$ cat config.mk
export PLATFORM = sky130hd
export DESIGN_NAME = dp_ram_arbiter
export DESIGN_NICKNAME = d
export VERILOG_FILES = /design/src/rtl/dp_ram_pkg.sv /design/src/rtl/dp_ram_core.sv /design/src/rtl/dp_ram_arbiter.sv
export SDC_FILE = /design/constraint.sdc
export NUM_CORES = 1
export LEC_CHECK = 0
export BUFFER_PORTS_ARGS = -buffer_cell sky130_fd_sc_hd__buf_2
export CAP_MARGIN = 40
export CORE_MARGIN = 8
export CORE_UTILIZATION = 40
export DETAILED_ROUTE_END_ITERATION = 10
export GPL_TIMING_DRIVEN = 0
export PLACE_DENSITY = 0.64
export SYNTH_ARGS = -nofsm -noshare
export SYNTH_HDL_FRONTEND = slang
export SYNTH_HIERARCHICAL = 1
export SYNTH_SLANG_ARGS = --single-unit
$ cat constraint.sdc
create_clock -name clk -period 1.5 [get_ports clk]
set_input_delay 0.15 -clock clk [delete_from_list [all_inputs] [get_ports clk]]
set_output_delay 0.15 -clock clk [all_outputs]
set_load 0.02 [all_outputs]
$ cat src/rtl/dp_ram_pkg.sv
// Shared constants for the two-port RAM access controller.
// Priority encodings name which requester wins a same-address hazard.
package dp_ram_pkg;
    localparam int ADDR_W_DEF = 2;
    localparam int DATA_W_DEF = 4;
    localparam int CNT_W_DEF  = 8;

    localparam logic PRI_A = 1'b0;
    localparam logic PRI_B = 1'b1;
endpackage

$ cat src/rtl/dp_ram_core.sv
// Two-port memory array with registered read outputs and async clear.
// Callers guarantee that the two ports never collide in a single cycle.
module dp_ram_core
    import dp_ram_pkg::*;
#(
    parameter int ADDR_W = ADDR_W_DEF,
    parameter int DATA_W = DATA_W_DEF
) (
    input  logic              clk,
    input  logic              rst,
    input  logic              we_a,
    input  logic              re_a,
    input  logic [ADDR_W-1:0] addr_a,
    input  logic [DATA_W-1:0] wdata_a,
    input  logic              we_b,
    input  logic              re_b,
    input  logic [ADDR_W-1:0] addr_b,
    input  logic [DATA_W-1:0] wdata_b,
    output logic [DATA_W-1:0] rdata_a,
    output logic [DATA_W-1:0] rdata_b
);
    localparam int DEPTH = 2 ** ADDR_W;

    logic [DATA_W-1:0] mem [DEPTH];

    // Reads sample pre-edge contents; read data holds between reads.
    always_ff @(posedge clk or posedge rst) begin
        if (rst) begin
            for (int i = 0; i < DEPTH; i++) begin
                mem[i] <= '0;
            end
            rdata_a <= '0;
            rdata_b <= '0;
        end else begin
            if (re_a) rdata_a <= mem[addr_a];
            if (re_b) rdata_b <= mem[addr_b];
            if (we_a) mem[addr_a] <= wdata_a;
            if (we_b) mem[addr_b] <= wdata_b;
        end
    end
endmodule

$ cat src/rtl/dp_ram_arbiter.sv
// Two-requester access controller: same-address hazard detection, round-robin
// serialisation of conflicts, read-valid tracking and a saturating conflict count.
module dp_ram_arbiter
    import dp_ram_pkg::*;
#(
    parameter int ADDR_W = ADDR_W_DEF,
    parameter int DATA_W = DATA_W_DEF,
    parameter int CNT_W  = CNT_W_DEF
) (
    input  logic              clk,
    input  logic              rst,
    input  logic              req_A,
    input  logic              we_A,
    input  logic [ADDR_W-1:0] addr_A,
    input  logic [DATA_W-1:0] wdata_A,
    output logic              gnt_A,
    output logic              rvalid_A,
    output logic [DATA_W-1:0] rdata_A,
    input  logic              req_B,
    input  logic              we_B,
    input  logic [ADDR_W-1:0] addr_B,
    input  logic [DATA_W-1:0] wdata_B,
    output logic              gnt_B,
    output logic              rvalid_B,
    output logic [DATA_W-1:0] rdata_B,
    output logic              collision,
    output logic [CNT_W-1:0]  coll_cnt,
    output logic              pri_B
);
    function automatic logic [CNT_W-1:0] sat_inc(input logic [CNT_W-1:0] v);
        return (v == '1) ? v : v + 1'b1;
    endfunction

    logic conflict_p0;
    logic wr_A_p0, rd_A_p0, wr_B_p0, rd_B_p0;

    // Stage p0: hazard compare and grants, decided in the request cycle.
    assign conflict_p0 = req_A & req_B & (addr_A == addr_B) & (we_A | we_B);

    // Grants are forced low while reset is held so no access is offered.
    assign gnt_A = ~rst & req_A & (~conflict_p0 | (pri_B == PRI_A));
    assign gnt_B = ~rst & req_B & (~conflict_p0 | (pri_B == PRI_B));

    assign wr_A_p0 = gnt_A & we_A;
    assign rd_A_p0 = gnt_A & ~we_A;
    assign wr_B_p0 = gnt_B & we_B;
    assign rd_B_p0 = gnt_B & ~we_B;

    dp_ram_core #(
        .ADDR_W (ADDR_W),
        .DATA_W (DATA_W)
    ) u_core (
        .clk     (clk),
        .rst     (rst),
        .we_a    (wr_A_p0),
        .re_a    (rd_A_p0),
        .addr_a  (addr_A),
        .wdata_a (wdata_A),
        .we_b    (wr_B_p0),
        .re_b    (rd_B_p0),
        .addr_b  (addr_B),
        .wdata_b (wdata_B),
        .rdata_a (rdata_A),
        .rdata_b (rdata_B)
    );

    // Stage p1: read-valid strobes, collision pulse, counter and priority.
    always_ff @(posedge clk or posedge rst) begin
        if (rst) begin
            rvalid_A  <= 1'b0;
            rvalid_B  <= 1'b0;
            collision <= 1'b0;
            coll_cnt  <= '0;
            pri_B     <= PRI_A;
        end else begin
            rvalid_A  <= rd_A_p0;
            rvalid_B  <= rd_B_p0;
            collision <= conflict_p0;
            if (conflict_p0) begin
                coll_cnt <= sat_inc(coll_cnt);
                pri_B    <= ~pri_B;
            end
        end
    end
endmodule

==> metrics.md, run 1 <==
| Metric | Value |
|---|---|
| Hold_sp | `we_B` |
| Worst Path Max Fanout | `8` |
| Hold Worst Slack | `0.0487 ns` |
| Hold Crit Endpoint | `rvalid_B$_DFF_PP0_` |
| Drt initial violations | `100` |
| Ys async rst share | `1.00` |
| ANT cells | `0` |
| Total Power | `3.14 mW` |
| First-pass DRT Iterations | `5` |
| P&R area growth vs syn | `37.9%` |
| IO Count | `40` |
| P_sw | `1.10 mW` |
| Number of synthesized flops with an enable pin | `0` |
| Via/cell ratio | `5.25` |
| R2r setup slk | `-0.08 ns` |
| Gpl congestion | `0.777` |
| Top cells by count, synth | `36 x dfrtp_1, 24 x mux2i_1, 21 x nor2_1, 20 x a21oi_1` |
| Post-DR wirelength/cell | `16.1 µm` |
| Die area | `0.00717 mm²` |
| Die Ht | `84.7 µm` |
| Area of the multi-input gates | `0.00101 mm²` |
| Achievable Freq | `632 MHz` |
| DPL Wire Length | `3.41 mm` |
| Crit path from | `pri_B$_DFFE_PP0N_` |
| Mapped Area | `0.00189 mm²` |
| CP Class | `reg2reg` |
| WHS Path Cells | `2` |
| Post-synthesis sequential area ratio | `0.477` |
| Worst skew pair latency | `0.29 ns` |
| Post-place setup slack | `-0.521 ns` |
| Setup crit end kind | `flop` |
| IO buf count | `39` |
| Die width | `84.7 µm` |
| Synth Register Bits | `36` |
| Rel. slew slack | `0.619` |
| Antenna-violating nets left | `0` |
| Num CTS Buffers | `5` |
| Avg Inst Size Synth | `10.4 µm²` |
| P_leak | `1.27 nW` |
| Layout Nets | `267` |
| Worst slew pin tran | `0.570 ns` |
| Clock tree buffer depth | `2` |
| CTS tree | `yes` |
| DRT Wirelength | `4.87 mm` |
| CTS Sinks | `36` |
| Post-synth top area share | `0.477` |
| R2r startpoint | `pri_B$_DFFE_PP0N_` |
| Worst EP arrival | `1.75 ns` |
| Top-count cell post-synth | `dfrtp_1` |
| Fill cells | `413` |
| H-tree levels | `2` |
| Ys flop type | `dfrtp_1` |
| Net count after synthesis | `201` |
| Reg2reg end | `u_core/mem[12]$_DFF_PP0_` |
| Reg power frac | `0.453` |
| Starting Density | `0.408` |
| Post-route minimum period | `1.58 ns` |
| Peak supply drop | `501 µV` |
| Synth cell types | `28` |
| Setup Skew | `0.00824 ns` |
| Vias in the first global route | `1553` |
| Post-route setup TNS | `-0.278 ns` |
| Largest net degree at the start of global routing | `17` |
| Maxcap violations | `0` |
| Share of layout cells above drive strength 1 | `0.430` |
| Setup Viol. Count Final | `4` |
| WP data required | `1.67 ns` |
| R2R depth | `5` |
| Core ar. | `0.00463 mm²` |
| Grt total ovfl | `0` |
| Post-synth top area cell | `dfrtp_1` |
| Final hold violations | `0` |
| Gate power share | `0.315` |
| Initial antenna violation count | `0` |
| Synth warn | `6` |
| Min-Delay Path Class | `in2reg` |
| Syn Inst Count | `182` |
| CTS clock-pin slew for the worst setup and hold paths | `0.07 ns` |
| Clock Power Share | `0.232` |
| Startpoint Class | `flop` |
| Drt drc | `0` |
| Power Density | `1210 mW/mm²` |
| Register area | `902 µm²` |
| Fin crit share | `1.06` |
| Status | `finished with violations` |
| Sw Share | `0.348` |
| Failing checks | `negative setup slack` |
| Unrepaired setup endpoints after global routing | `true` |
| First-pass GRT wire length | `7.94 mm` |
| Synth top area cells | `dfrtp_1 48%, mux2i_1 13%, mux2_2 5.4%` |
| Final worst-path setup slack | `-0.0830 ns` |
| Num rows | `25` |
| Total track usage | `0.141` |
| Via count | `1590` |
| Final Max Slew Viols | `0` |
| Clk root buf | `clkbuf_8` |
| P_int | `2.05 mW` |
## timing repair
| item | in CTS | in global routing |
|---|---|---|
| pin swaps | 4 | 8 |
| hold endpoints to repair | 20 | 0 |
| hold buffers | 2 | 0 |
| cloned | 0 | 0 |
| setup buffers | 10 | 10 |
| setup endpoints to repair | 25 | 26 |
| gates resized for setup | 18 | 26 |
## how the worst max path moves through the flow
stage	end	slack [ns]	cells after the start
4_1_cts	gnt_B	-0.05	7
3_5_place_dp	u_core/mem[13]$_DFF_PP0_	-0.52	10
5_1_grt	u_core/mem[12]$_DFF_PP0_	-0.15	6
2_1_floorplan	u_core/mem[12]$_DFF_PP0_	-0.17	9
6_report	u_core/mem[12]$_DFF_PP0_	-0.08	5
3_3_place_gp	u_core/mem[13]$_DFF_PP0_	-0.52	10
## layer usage
metal  up-vias  share of wire  track usage
li1        776              -            -
met1       760           0.46        0.177
met2        48           0.45        0.214
met3         6          0.069       0.0498
met4         0          0.017       0.0583
met5         -              0            0
## cells by family (layout without fill, tap and decap cells)
group,after synthesis,count (layout),synth area share
AND/OR/NAND/NOR,56,56,0.154
flip-flops,36,36,0.477
multiplexers,33,33,0.181
AO/OA/AOI/OAI,31,31,0.101
buffers and inverters,17,84,0.0424
XOR/XNOR,8,8,0.0371
adder cells (fa/ha/maj),1,1,0.00663
## worst max-delay path: stages (launching register included)
cell and delay [ns]:
dfrtp_2 0.40, o211ai_1 0.16, nor2_2 0.24, or3b_4 0.50, nor2_4 0.12, a21oi_2 0.04
## through the flow
stage                util  instance area (µm²)  std cells
global route        0.562                 2600        303
CTS                 0.531                 2460        296
floorplan               -                 1920        182
detailed placement  0.478                 2210        276
finish              0.562                 2600        303
global placement    0.472                 2190        275
## registers in the layout (all words and copies together) (netlist names)
register,cells
coll_cnt,8
u_core/mem,16
pri_B,1
collision,1
rvalid_B,1
u_core/rdata_b,4
rvalid_A,1
u_core/rdata_a,4
## cell usage in the layout (no fill, tap or decap), types with 2 or more instances in the layout
cell type,instances
buf_2,33
buf_6,6
nand2_2,2
nor2_4,3
nor2b_2,2
xor2_1,7
nand3b_1,3
nand2_1,11
clkbuf_8,6
mux2_2,9
nand3_2,2
dlygate4sd3_1,2
nor4_1,3
buf_12,2
buf_4,18
o221ai_1,6
o221ai_2,2
a21oi_1,17
nor2_2,5
inv_1,11
nand3_1,3
mux2i_1,23
o211ai_1,2
dfrtp_1,35
clkinvlp_4,2
nor2_1,13
a21oi_2,2
## power groups by stage
stage | logic [mW] | registers, mW | clock network, mW
after global placement | 0.852 | 1.43 | 0
after floorplan | 0.440 | 1.55 | 0
after detailed placement | 0.873 | 1.44 | 0
after global routing | 1.09 | 1.45 | 0.784
after CTS | 0.930 | 1.42 | 0.746
final | 0.991 | 1.42 | 0.729
## final cells by class
type,count,area share
Tap cell,54,0.0260
Clock buffer,7,0.0332
Inverter,13,0.0212
Multi-Input combinational cell,129,0.389
Buffer,2,0.00625
Timing Repair Buffer,61,0.175
Clock inverter,1,0.00288
Sequential cell,36,0.347
(Power assumes the default switching activity.)
==> run 2, diff against run 1 <==
- MAX_ROUTING_LAYER: not set -> met4
- PLACE_DENSITY: 0.64 -> 0.61
- clock period: 1.5 -> 1.43 ns (I/O delays scaled with it)
==> run 2 against run 1 <==
Against the previous run: the flow still finishes with violations (negative setup slack); routed wire length grew 3.0%; critical endpoint is now u_core/mem[15]$_DFF_PP0_; non-clock buffer count decreased by 2; via count stayed put; register-to-register slack got worse by 0.05 ns; largest power group unchanged; setup slack lost 0.055 ns; fmax is 0.98% higher; worst hold slack lost 0.014 ns; critical path type unchanged.
==> metrics.md, run 2 (synthesis results as in run 1) <==
| Metric | Value |
|---|---|
| Num rows | `25 (unchanged)` |
| ANT cells | `0 (unchanged)` |
| Core ar. | `0.00463 mm² (unchanged)` |
| Post-place setup slack | `-0.613 ns (-0.0927 ns)` |
| Share of layout cells above drive strength 1 | `0.457 (+0.0278)` |
| Num CTS Buffers | `5 (unchanged)` |
| P_leak | `1.27 nW (-0.46%)` |
| Worst EP arrival | `1.74 ns (about the same)` |
| Post-route cell area | `0.00264 mm² (+1.4%)` |
| Drt initial violations | `54 (-46%)` |
| Layout Nets | `265 (-0.75%)` |
| Grt total ovfl | `0 (unchanged)` |
| CTS clock-pin slew for the worst setup and hold paths | `0.08 ns (about the same)` |
| CTS tree | `yes` |
| Unrepaired setup endpoints after global routing | `true` |
| P_sw | `1.18 mW (+7.6%)` |
| Setup crit end kind | `flop` |
| First-pass GRT wire length | `7.89 mm (-0.60%)` |
| Setup Skew | `0.00583 ns (-0.00241 ns)` |
| Clock Power Share | `0.229 (-0.003)` |
| Antenna-violating nets left | `0 (unchanged)` |
| Startpoint Class | `flop` |
| Rel. slew slack | `0.628 (+0.00862)` |
| Starting Density | `0.408 (unchanged)` |
| Post-DR wirelength/cell | `16.7 µm (+3.7%)` |
| Worst skew pair latency | `0.29 ns (about the same)` |
| Total Power | `3.36 mW (+6.7%)` |
| Dpl cell area | `0.00221 mm² (unchanged)` |
| Final worst-path setup slack | `-0.138 ns (-0.0547 ns)` |
| Achievable Freq | `638 MHz (+0.98%)` |
| Status | `finished with violations` |
| Die Ht | `84.7 µm (unchanged)` |
| Biggest register | `u_core/mem` |
| WHS Path Cells | `2 (unchanged)` |
| Total track usage | `0.144 (+0.00269)` |
| Worst slew pin tran | `0.557 ns (-0.0129 ns)` |
| Top Registers | `u_core/mem: 16 flops, coll_cnt: 8 flops` |
| Die width | `84.7 µm (unchanged)` |
| Sw Share | `0.351 (+0.00286)` |
| Initial antenna violation count | `0 (unchanged)` |
| Worst Path Max Fanout | `8 (unchanged)` |
| Fin crit share | `1.10 (+0.0409)` |
| Placed insts | `276 (unchanged)` |
| Peak supply drop | `462 µV (-7.9%)` |
| IO Count | `40 (unchanged)` |
| Commonest cells after routing, fill and taps aside | `33 x dfrtp_1, 33 x buf_2, 23 x mux2i_1` |
| Via count | `1590 (unchanged)` |
| Post-route minimum period | `1.57 ns (-0.0153 ns)` |
| P&R area growth vs syn | `39.9%` |
| Post-route setup TNS | `-1.20 ns (-0.923 ns)` |
| R2R depth | `6 (+1)` |
| Vias in the first global route | `1546 (-0.45%)` |
| Post-Layout Cell Count | `301 (-0.66%)` |
| WP data required | `1.60 ns (-0.07 ns)` |
| H-tree levels | `2 (unchanged)` |
| Maxcap violations | `0 (unchanged)` |
| Gate power share | `0.317 (+0.002)` |
| Failing checks | `negative setup slack` |
| CP Class | `reg2reg` |
| Final hold violations | `0 (unchanged)` |
| Gpl congestion | `0.781 (+0.54%)` |
| P_int | `2.18 mW (+6.2%)` |
| DRT Wirelength | `5.02 mm (+3.0%)` |
| Setup Viol. Count Final | `21 (+17)` |
| Clock tree buffer depth | `2 (unchanged)` |
| Drt drc | `0 (unchanged)` |
| Min-Delay Path Class | `in2reg` |
| Largest net degree at the start of global routing | `19 (+2)` |
| Power Density | `1270 mW/mm² (+5.2%)` |
| IO buf count | `39 (unchanged)` |
| DPL Wire Length | `3.46 mm (+1.5%)` |
| CTS Sinks | `36 (unchanged)` |
| Max FFs per register | `16 (unchanged)` |
| Via/cell ratio | `5.28 (+0.66%)` |
| First-pass DRT Iterations | `4 (-1)` |
| Die area | `0.00717 mm² (unchanged)` |
| Reg power frac | `0.454 (about the same)` |
| Clk root buf | `clkbuf_8` |
| Final Max Slew Viols | `0 (unchanged)` |
==> run 2: cell types whose count changed in the layout (fill, tap and decap cells not counted), moves of 2 or more <==
cell     previous run  this run
buf_6               6        14
nand2_1            11        13
buf_12              2         0
dfrtp_2             1         3
nor2_1             13         7
nand2_2             2         0
nor2_2              5        10
buf_4              18        10
dfrtp_1            35        33
==> run 2: worst paths after layout <==
path / from / slack, ns / endpoint
max in group asynchronous: rst / 0.52 / coll_cnt[0]$_DFFE_PP0P_
worst max-delay path: pri_B$_DFFE_PP0N_ / -0.14 / u_core/mem[15]$_DFF_PP0_
worst min register to register: coll_cnt[6]$_DFFE_PP0P_ / 0.51 / coll_cnt[6]$_DFFE_PP0P_
worst min-delay path: we_B / 0.03 / rvalid_B$_DFF_PP0_
worst max register to register: pri_B$_DFFE_PP0N_ / -0.14 / u_core/mem[15]$_DFF_PP0_
min in group asynchronous: rst / 0.39 / u_core/rdata_a[1]$_DFFE_PP0P_
==> run 2: routing by layer <==
metal  vias to the layer above  share of wire  track usage
li1                        771              -            -
met1                       783           0.45        0.175
met2                        31           0.50        0.222
met3                         5          0.043       0.0429
met4                         0         0.0074       0.0485
met5                         -              0            -
==> run 2: through the flow <==
stage / util / hold slack [ns]
after global routing: 0.570 / 0.0302
after global placement: 0.472 / 0.126
after CTS: 0.538 / 0.0423
after detailed placement: 0.478 / 0.127
after floorplan: - / -0.0466
final: 0.570 / 0.0343
==> run 2: repair_timing <==
action                                 4_1_cts  5_1_grt
buffers inserted                            11        5
endpoints found under the hold margin       18        0
gates resized for setup                     27       29
hold buffers                                 2        0
setup endpoints to repair                   26       32
pin swaps                                   10       12
==> run 2: area by class of cell <==
class | count | area [µm²]
buffer | 3 | 27.5
fill | 404 | 1990
sequential | 36 | 905
tap | 54 | 67.6
timing repair buffer | 58 | 433
multi-input combinational | 129 | 1050
clock inverter | 1 | 7.51
clock buffer | 7 | 86.3
inverter | 13 | 57.6
==> run 2: power groups by stage <==
stage | sequential (mW) | combinational (mW) | clock (mW)
after floorplan | 1.63 | 0.461 | 0
after global placement | 1.51 | 0.891 | 0
after detailed placement | 1.51 | 0.915 | 0
after CTS | 1.49 | 0.983 | 0.794
after global routing | 1.56 | 1.17 | 0.825
final | 1.52 | 1.06 | 0.769
==> run 2: worst max-delay path: stages, from the launching register on <==
cell and delay (ns):
dfrtp_2 0.41, o211ai_1 0.11, buf_4 0.16, nor2_4 0.13, or3b_4 0.47, nor2_1 0.13, a21oi_1 0.05
